[config.mk]
export PLATFORM = sky130hd
export DESIGN_NAME = serv_bufreg_seq
export DESIGN_NICKNAME = d
export VERILOG_FILES = /design/src/rtl/serv_bufreg_seq.sv
export SDC_FILE = /design/constraint.sdc
export NUM_CORES = 1
export LEC_CHECK = 0
export BUFFER_PORTS_ARGS = -buffer_cell sky130_fd_sc_hd__buf_2
export CORE_MARGIN = 3
export CORE_UTILIZATION = 33
export CTS_BUF_LIST = sky130_fd_sc_hd__clkbuf_2 sky130_fd_sc_hd__clkbuf_4 sky130_fd_sc_hd__clkbuf_8
export DETAILED_ROUTE_END_ITERATION = 8
export GPL_TIMING_DRIVEN = 0
export PLACE_DENSITY = 0.69
export SLEW_MARGIN = 30
export SYNTH_ARGS = -nofsm -noshare
export SYNTH_HDL_FRONTEND = slang
export SYNTH_SLANG_ARGS = --single-unit
[constraint.sdc]
create_clock -name i_clk -period 1.71 [get_ports i_clk]
set_input_delay 0.342 -clock i_clk [delete_from_list [all_inputs] [get_ports i_clk]]
set_output_delay 0.342 -clock i_clk [all_outputs]
set_load 0.02 [all_outputs]
[src/rtl/serv_bufreg_seq.sv]
// Self-sequencing bit-serial buffer register: serial rs1+imm accumulate
// and shifted, sign/zero-filled drain of the stored word.
module serv_bufreg_seq #(
   parameter int XLEN           = 32,
   parameter int BITS_PER_CYCLE = 1,
   parameter int MDU            = 0
) (
   input  logic                                i_clk,
   input  logic                                i_rst_n,
   input  logic                                i_start,
   input  logic                                i_init,
   input  logic                                i_rs1_en,
   input  logic                                i_imm_en,
   input  logic                                i_clr_lsb,
   input  logic                                i_sh_signed,
   input  logic                                i_right_shift,
   input  logic [$clog2(BITS_PER_CYCLE):0]     i_shift_amt,
   input  logic                                i_stall,
   input  logic                                i_mdu_op,
   input  logic [BITS_PER_CYCLE-1:0]           i_rs1,
   input  logic [BITS_PER_CYCLE-1:0]           i_imm,
   output logic                                o_busy,
   output logic                                o_valid,
   output logic                                o_done,
   output logic [BITS_PER_CYCLE-1:0]           o_q,
   output logic [((XLEN == 32) ? 2 : 3)-1:0]   o_lsb,
   output logic [XLEN-1:0]                     o_dbus_adr,
   output logic [XLEN-1:0]                     o_ext_rs1
);

   localparam int B  = BITS_PER_CYCLE;
   localparam int N  = XLEN / B;
   localparam int LB = $clog2(B);
   localparam int AW = (XLEN == 32) ? 2 : 3;
   localparam int CW = $clog2(N);

   if (!(XLEN == 32 || XLEN == 64)) begin : g_bad_xlen
      $error("serv_bufreg_seq: XLEN must be 32 or 64");
   end
   if (!(B == 1 || B == 2 || B == 4 || B == 8)) begin : g_bad_b
      $error("serv_bufreg_seq: BITS_PER_CYCLE must be 1, 2, 4 or 8");
   end

   typedef enum logic [1:0] {IDLE, RUN, DONE} state_t;

   state_t          state, state_nxt;
   logic [CW-1:0]   cnt;
   logic            carry;
   logic [XLEN-1:0] data;
   logic [B-1:0]    prev;
   logic [AW-1:0]   lsb;
   logic            init, rs1_en, imm_en, clr_lsb, sh_signed, right_shift;
   logic [LB:0]     shamt;

   logic            accept, beat, last, fill;
   logic [B:0]      sum;
   logic [B-1:0]    q_acc, q_drn;
   logic [2*B-1:0]  win_l, win_r;
   logic [LB+1:0]   amt_l;

   always_comb begin
      state_nxt = state;
      accept    = 1'b0;
      unique case (state)
         IDLE: begin
            if (i_start) begin
               state_nxt = RUN;
               accept    = 1'b1;
            end
         end
         RUN: begin
            if (beat && last) state_nxt = DONE;
         end
         DONE: begin
            state_nxt = i_start ? RUN : IDLE;
            accept    = i_start;
         end
         default: state_nxt = IDLE;
      endcase
   end

   assign beat = (state == RUN) && !i_stall;
   assign last = (cnt == CW'(N - 1));
   assign fill = sh_signed & data[XLEN-1];

   always_comb begin
      sum = (B+1)'(rs1_en ? i_rs1 : '0)
          + (B+1)'(imm_en ? i_imm : '0)
          + (B+1)'(carry);
      q_acc = sum[B-1:0];
      if (clr_lsb && cnt == '0) q_acc[0] = 1'b0;
   end

   // Left shift pulls the top s bits of the previous beat in below the current one.
   assign win_l = {data[B-1:0], prev};
   assign win_r = data[2*B-1:0];
   assign amt_l = (LB+2)'(B) - (LB+2)'(shamt);
   assign q_drn = right_shift ? B'(win_r >> shamt) : B'(win_l >> amt_l);

   always_ff @(posedge i_clk) begin
      if (!i_rst_n) begin
         state       <= IDLE;
         cnt         <= '0;
         carry       <= 1'b0;
         data        <= '0;
         prev        <= '0;
         lsb         <= '0;
         init        <= 1'b0;
         rs1_en      <= 1'b0;
         imm_en      <= 1'b0;
         clr_lsb     <= 1'b0;
         sh_signed   <= 1'b0;
         right_shift <= 1'b0;
         shamt       <= '0;
      end else begin
         state <= state_nxt;
         if (accept) begin
            cnt         <= '0;
            carry       <= 1'b0;
            prev        <= '0;
            init        <= i_init;
            rs1_en      <= i_rs1_en;
            imm_en      <= i_imm_en;
            clr_lsb     <= i_clr_lsb;
            sh_signed   <= i_sh_signed;
            right_shift <= i_right_shift;
            shamt       <= i_shift_amt;
         end else if (beat) begin
            cnt <= cnt + CW'(1);
            if (init) begin
               carry <= sum[B];
               data  <= {q_acc, data[XLEN-1:B]};
               for (int i = 0; i < AW; i++) begin
                  if (cnt == CW'(i / B)) lsb[i] <= q_acc[i % B];
               end
            end else begin
               data <= {{B{fill}}, data[XLEN-1:B]};
               prev <= data[B-1:0];
            end
         end
      end
   end

   assign o_busy     = (state == RUN);
   assign o_valid    = beat;
   assign o_done     = (state == DONE);
   assign o_q        = (beat && !init) ? q_drn : '0;
   assign o_lsb      = ((MDU != 0) && i_mdu_op) ? '0 : lsb;
   assign o_dbus_adr = {data[XLEN-1:AW], AW'(0)};
   assign o_ext_rs1  = data;

endmodule

### Yosys cells after proc, flatten, opt, wreduce, memory -nomap -nowiden

Cells that the tools add are included.

* register bits: 50
* latch bits: 0
* bits in writable memories: 0
* memory bits (read-only): 0
* bits of input ports: 14
* output and inout bits: 70
* word-level logic and storage cells: 57
* memories: 0

* $add $sub $neg: 4
* $mul: 0
* div/mod/pow operators: 0
* magnitude comparators: 0
* equality and inequality tests: 6
* shifts and indexed selects: 2
* multiplexer cells: 12
* bitwise operators: 4
* reductions and logical operators: 15

Operators with widths (number)
* $mux 32: 1
* $reduce_and 2->1: 4
* $reduce_and 4->1: 2
* $mux 1: 7
* $pmux 2 s3: 1
* $add 5x1->5 const B: 1
* $eq 5x1->1 const B: 1
* $eq 5x5->1 const B: 1
* $logic_not 5->1: 1
* $logic_and 1x1->1: 4
* $mux 2: 2
* $not 1->1: 3
* $add 1x1->2: 1
* $add 2x1->2: 1
* $eq 2x1->1 const B: 1
* $eq 2x2->1 const B: 1
* $logic_not 1->1: 2
* $logic_not 2->1: 1
* $ne 2x1->1 const B: 1
* $ne 2x2->1 const B: 1
* $pmux 1 s2: 1
* $reduce_or 2->1: 1
* $shr 2x1->1: 1
* $shr 2x2->1: 1
* other kinds (2): 2

### Longest topological paths before layout

* word-level depth: 5
* depth in mapped cells: 6
* depth with buffers taken out: 6

### Worst setup path after synthesis

No wires, ideal clock.

* path type: reg-to-output
* start point: reg state[0]
* end point: out o_q
* data arrival time: 1.909 ns
* data required time: 1.368 ns
* setup slack: -0.541 ns
* cell stages (with the launch flop): 4
* path buffers: 1
* path through: dfxtp_1 > or3b_1 > buf_6 > a2111oi_0

* longest elaborated chain between the ends: 4

RTL lines
* start: declaration: RTL line 46 `state_t state, state_nxt;`
* start signal: assignment: RTL line 116 `state <= state_nxt;`
* $eq 2x1->1: RTL line 82 `assign beat = (state == RUN) && !i_stall;`
* $logic_and 1x1->1: RTL line 82
* $logic_and 1x1->1: RTL line 147 `assign o_q = (beat && !init) ? q_drn : '0;`
* $mux 1: RTL line 147
* end: declaration: RTL line 25 `output logic [BITS_PER_CYCLE-1:0] o_q,`

Every way passes these cells.

### Worst setup path after layout

Same ends and word-level chain as after synthesis.

==> results.rst <==
.. list-table::
   :header-rows: 1

   * - Metric
     - Value
   * - Clock Root Buffer
     - clkbuf_8
   * - Antenna violations before repair
     - 0
   * - Library cell with the largest summed area after synthesis
     - dfxtp_1
   * - Violations in the final reports
     - negative setup slack
   * - DRC violation count after routing
     - 0
   * - Smallest setup slack after layout
     - -178.4 ps
   * - Reg2reg path depth
     - 6
   * - Mean number of vias per cell
     - 4.242
   * - Mapped Area
     - 2365 µm²
   * - List of cells traversed by the critical path
     - or3b_4, a2111oi_4, buf_4
   * - Sequential share of the synthesized area
     - 42.33%
   * - Starting DRT DRC Count
     - 39
   * - Switching power of the nets
     - 0.4886 mW
   * - Clk_lat worst skew
     - 300 ps
   * - Highest attainable clock frequency
     - 529.5 MHz
   * - Placed Instances
     - 411
   * - Boundary Pins
     - 84
   * - Worst min path class
     - input port to flip-flop
   * - Die Span X
     - 90.65 µm
   * - Maxcap violations
     - 0
   * - Mean routed wirelength per cell
     - 11.42 µm
   * - Cell types with the highest counts after synthesis
     - dfxtp_1, mux2i_1, nor2b_1
   * - Slowest cell on crit path
     - or3b_4
   * - Core area
     - 6869 µm²
   * - Area Growth Syn to Fin
     - 28.84%
   * - Die H
     - 90.65 µm
   * - Weighted congestion reported at the end of routability-driven placement
     - 0.7765
   * - Logic gate share of total power
     - 9.2%
   * - Number of diodes
     - 0
   * - Internal Pwr Total
     - 1.548 mW
   * - CP Launch Point
     - state[0]$_SDFFE_PN0P_
   * - Switching part of the total
     - 24.00%
   * - Final standard cell count with taps included and fillers excluded
     - 422
   * - R2R Path Start
     - state[0]$_SDFFE_PN0P_
   * - Worst hold path stage count
     - 3
   * - Top flip-flop cell by instance count after synthesis
     - dfxtp_1
   * - Clock slew seen by the registers of the worst setup and hold paths
     - 90 ps
   * - TNS Setup
     - -238.2 ps
   * - Synthesized instance count
     - 235
   * - Count of input and output buffers
     - 79
   * - Worst r2r dst
     - o_ext_rs1[31]$_SDFFE_PN0P_
   * - Minimum period implied by the final worst setup slack
     - 1888 ps
   * - Largest net degree at the start of global routing
     - 16
   * - Largest incremental delay on the critical path
     - 390 ps
   * - Die area
     - 8217 µm²
   * - Clock tree skew after final layout
     - 9.823 ps
   * - Area share of the largest cell type after synthesis
     - 42.33%
   * - Relative contribution of the clock network to total power
     - 32.4%
   * - Synthesis Warnings
     - 0
   * - Clock tree from TritonCTS
     - built
   * - Proportion of power drawn by flip-flops and latches
     - 58.3%
   * - Setup repair after global routing missed its margin
     - true
   * - Critical Path RT
     - 1370 ps
   * - Residual antenna-violating net count after detailed routing
     - 0
   * - Aggregate global routing overflow
     - 0
   * - Category of the most critical setup path
     - flip-flop to output pin
   * - H-tree depth
     - 2
   * - PD cells
     - 668.3 nW/µm²
   * - Tcrit/Tclk final
     - 110.4%
   * - Number of cell rows
     - 30
   * - Hold Vio Cnt, Final
     - 0
   * - Post-CTS Hold Fix Bufs
     - 0
   * - DP HPWL
     - 3.599 mm
   * - Result of the run
     - finished with violations
   * - Most used standard cell by instance count after synthesis
     - dfxtp_1
   * - Final wirelength
     - 4.821 mm
   * - Inserted Clock Buffers
     - 5
   * - Deepest clock path buffer count
     - 2
   * - Count of pins over their slew limit
     - 0
   * - Leakage dissipation
     - 1.438 nW
   * - Worst vdd ir
     - 0.4541 mV
   * - Largest cells by area after synthesis
     - dfxtp_1, mux2i_1, buf_4
   * - First-pass GRT wire length
     - 8.259 mm
   * - Setup violation total in the final timing report
     - 2
   * - Initial standard-cell utilization of the core
     - 34.43%
   * - Mean post-synth cell area
     - 10.06 µm²
   * - Total iterations of the first detailed-routing run
     - 4
   * - Endpoint arrival time on the critical path
     - 1550 ps
   * - Register-to-register setup slack
     - 80 ps
   * - Net count, final
     - 345
   * - Sinks on Clock Net
     - 50
   * - Proportion of layout cells with a drive suffix above 1
     - 40.80%
   * - Crit start category
     - flip-flop
   * - Count of state elements after synthesis
     - 50
   * - Count of filler cells inserted in the layout
     - 688
   * - Capture endpoint of the worst hold path
     - clr_lsb$_SDFFE_PN0P_
   * - Global router's overall resource usage
     - 12.19%
   * - Number of enable flip-flop cells after synthesis
     - 0
   * - Share of synthesized registers carrying an async set or reset
     - 0%
   * - Critical path endpoint category
     - output pin
   * - Total number of vias
     - 1790
   * - Top fanout value on the critical path
     - 2
   * - Via count of the first global-routing pass
     - 1677
   * - Synth unique cells
     - 32
   * - Critical hold path startpoint
     - i_clr_lsb
-- cell usage in the layout, fill, tap and decap left out, drive strengths merged, types with 3 or more instances in the layout --
master / count
a21boi: 7
buf: 119
clkbuf: 12
dfxtp: 50
ha: 4
inv: 3
mux2i: 38
nand2: 19
nand3: 5
nand3b: 3
nor2: 6
nor2b: 35
-- worst max-delay path: cells and delay by family (launching register included) --
kind,cells,cell delay (ps)
buffers and inverters,1,200
AO/OA/AOI/OAI,1,300
flip-flops,1,350
AND/OR/NAND/NOR,1,390
-- cell families (layout without fill, tap and decap cells) --
kind of cell | count (synthesis) | count (layout) | share of synthesized area (%)
and+or+nand+nor | 80 | 80 | 19.21
DFF | 50 | 50 | 42.33
buffers and inverters | 46 | 136 | 14.55
muxes | 38 | 38 | 16.08
AOI/OAI and AO/OA | 13 | 13 | 3.968
adders and majority gates | 5 | 5 | 2.963
xor gates and xnor gates | 2 | 2 | 0.7409
other | 1 | 2 | 0.1586
-- worst max-delay path by stage --
| stage | to | slack, ps | cells after the start |
|---|---|---|---|
| 2_1_floorplan | o_q | 20 | 3 |
| 4_1_cts | o_q | -220 | 4 |
| 3_3_place_gp | o_q | -130 | 5 |
| 5_1_grt | o_q | -240 | 3 |
| 6_report | o_q | -180 | 3 |
| 3_5_place_dp | o_q | -120 | 5 |
-- stage by stage --
step / worst slack, ps / hold slack (ps) / instance area [µm²] / total power [mW] / util (%)
2_1_floorplan: 16.92 / 438.8 / 2375 / 1.343 / -
3_3_place_gp: -128.3 / 451.1 / 2890 / 1.387 / 42.08
3_5_place_dp: -121.6 / 454.1 / 2890 / 1.389 / 42.08
4_1_cts: -218.7 / 274.7 / 3048 / 2.084 / 44.37
5_1_grt: -244.4 / 267.6 / 3047 / 2.151 / 44.35
6_report: -178.4 / 282.8 / 3047 / 2.036 / 44.35
-- routing by layer --
| metal | wire [µm] | global-route usage (%) | up-vias |
|---|---|---|---|
| met5 | 0 | 0 | - |
| met4 | 49 | 3.827 | 0 |
| met3 | 304 | 3.083 | 5 |
| met2 | 2280 | 20.07 | 56 |
| met1 | 2186 | 15.59 | 809 |
| li1 | - | - | 920 |
-- registers in the layout, indices dropped and copies added, names as in the netlist --
name and flops:
rs1_en 1, clr_lsb 1, right_shift 1, o_lsb 2
sh_signed 1, state 2, carry 1, cnt 5
prev 1, o_ext_rs1 32, imm_en 1, init 1
shamt 1
-- area by class of cell --
cell class / count / area (µm²) / area share (%)
multi-input cells: 140 / 1045 / 34.29
repair buffers: 85 / 457.9 / 15.03
plain buffers: 41 / 306.5 / 10.06
clock buffers: 5 / 68.82 / 2.259
inverters: 3 / 27.53 / 0.9035
clock inverters: 2 / 15.01 / 0.4928
well taps: 96 / 120.1 / 3.943
flip-flops and latches: 50 / 1006 / 33.02
-- power by group through the flow --
stage	clock network, mW	logic (mW)	registers (mW)
after floorplan	0	0.130	1.21
after global placement	0	0.171	1.22
after detailed placement	0	0.173	1.22
after CTS	0.704	0.192	1.19
after global routing	0.754	0.206	1.19
final	0.660	0.188	1.19
-- timing repair --
action | CTS | global route
gates resized for setup | 14 | 1
setup endpoints to repair | 2 | 32
pin swaps | 0 | 2
setup buffers | 5 | 1
No activity file was read; power rests on OpenSTA's default activity.
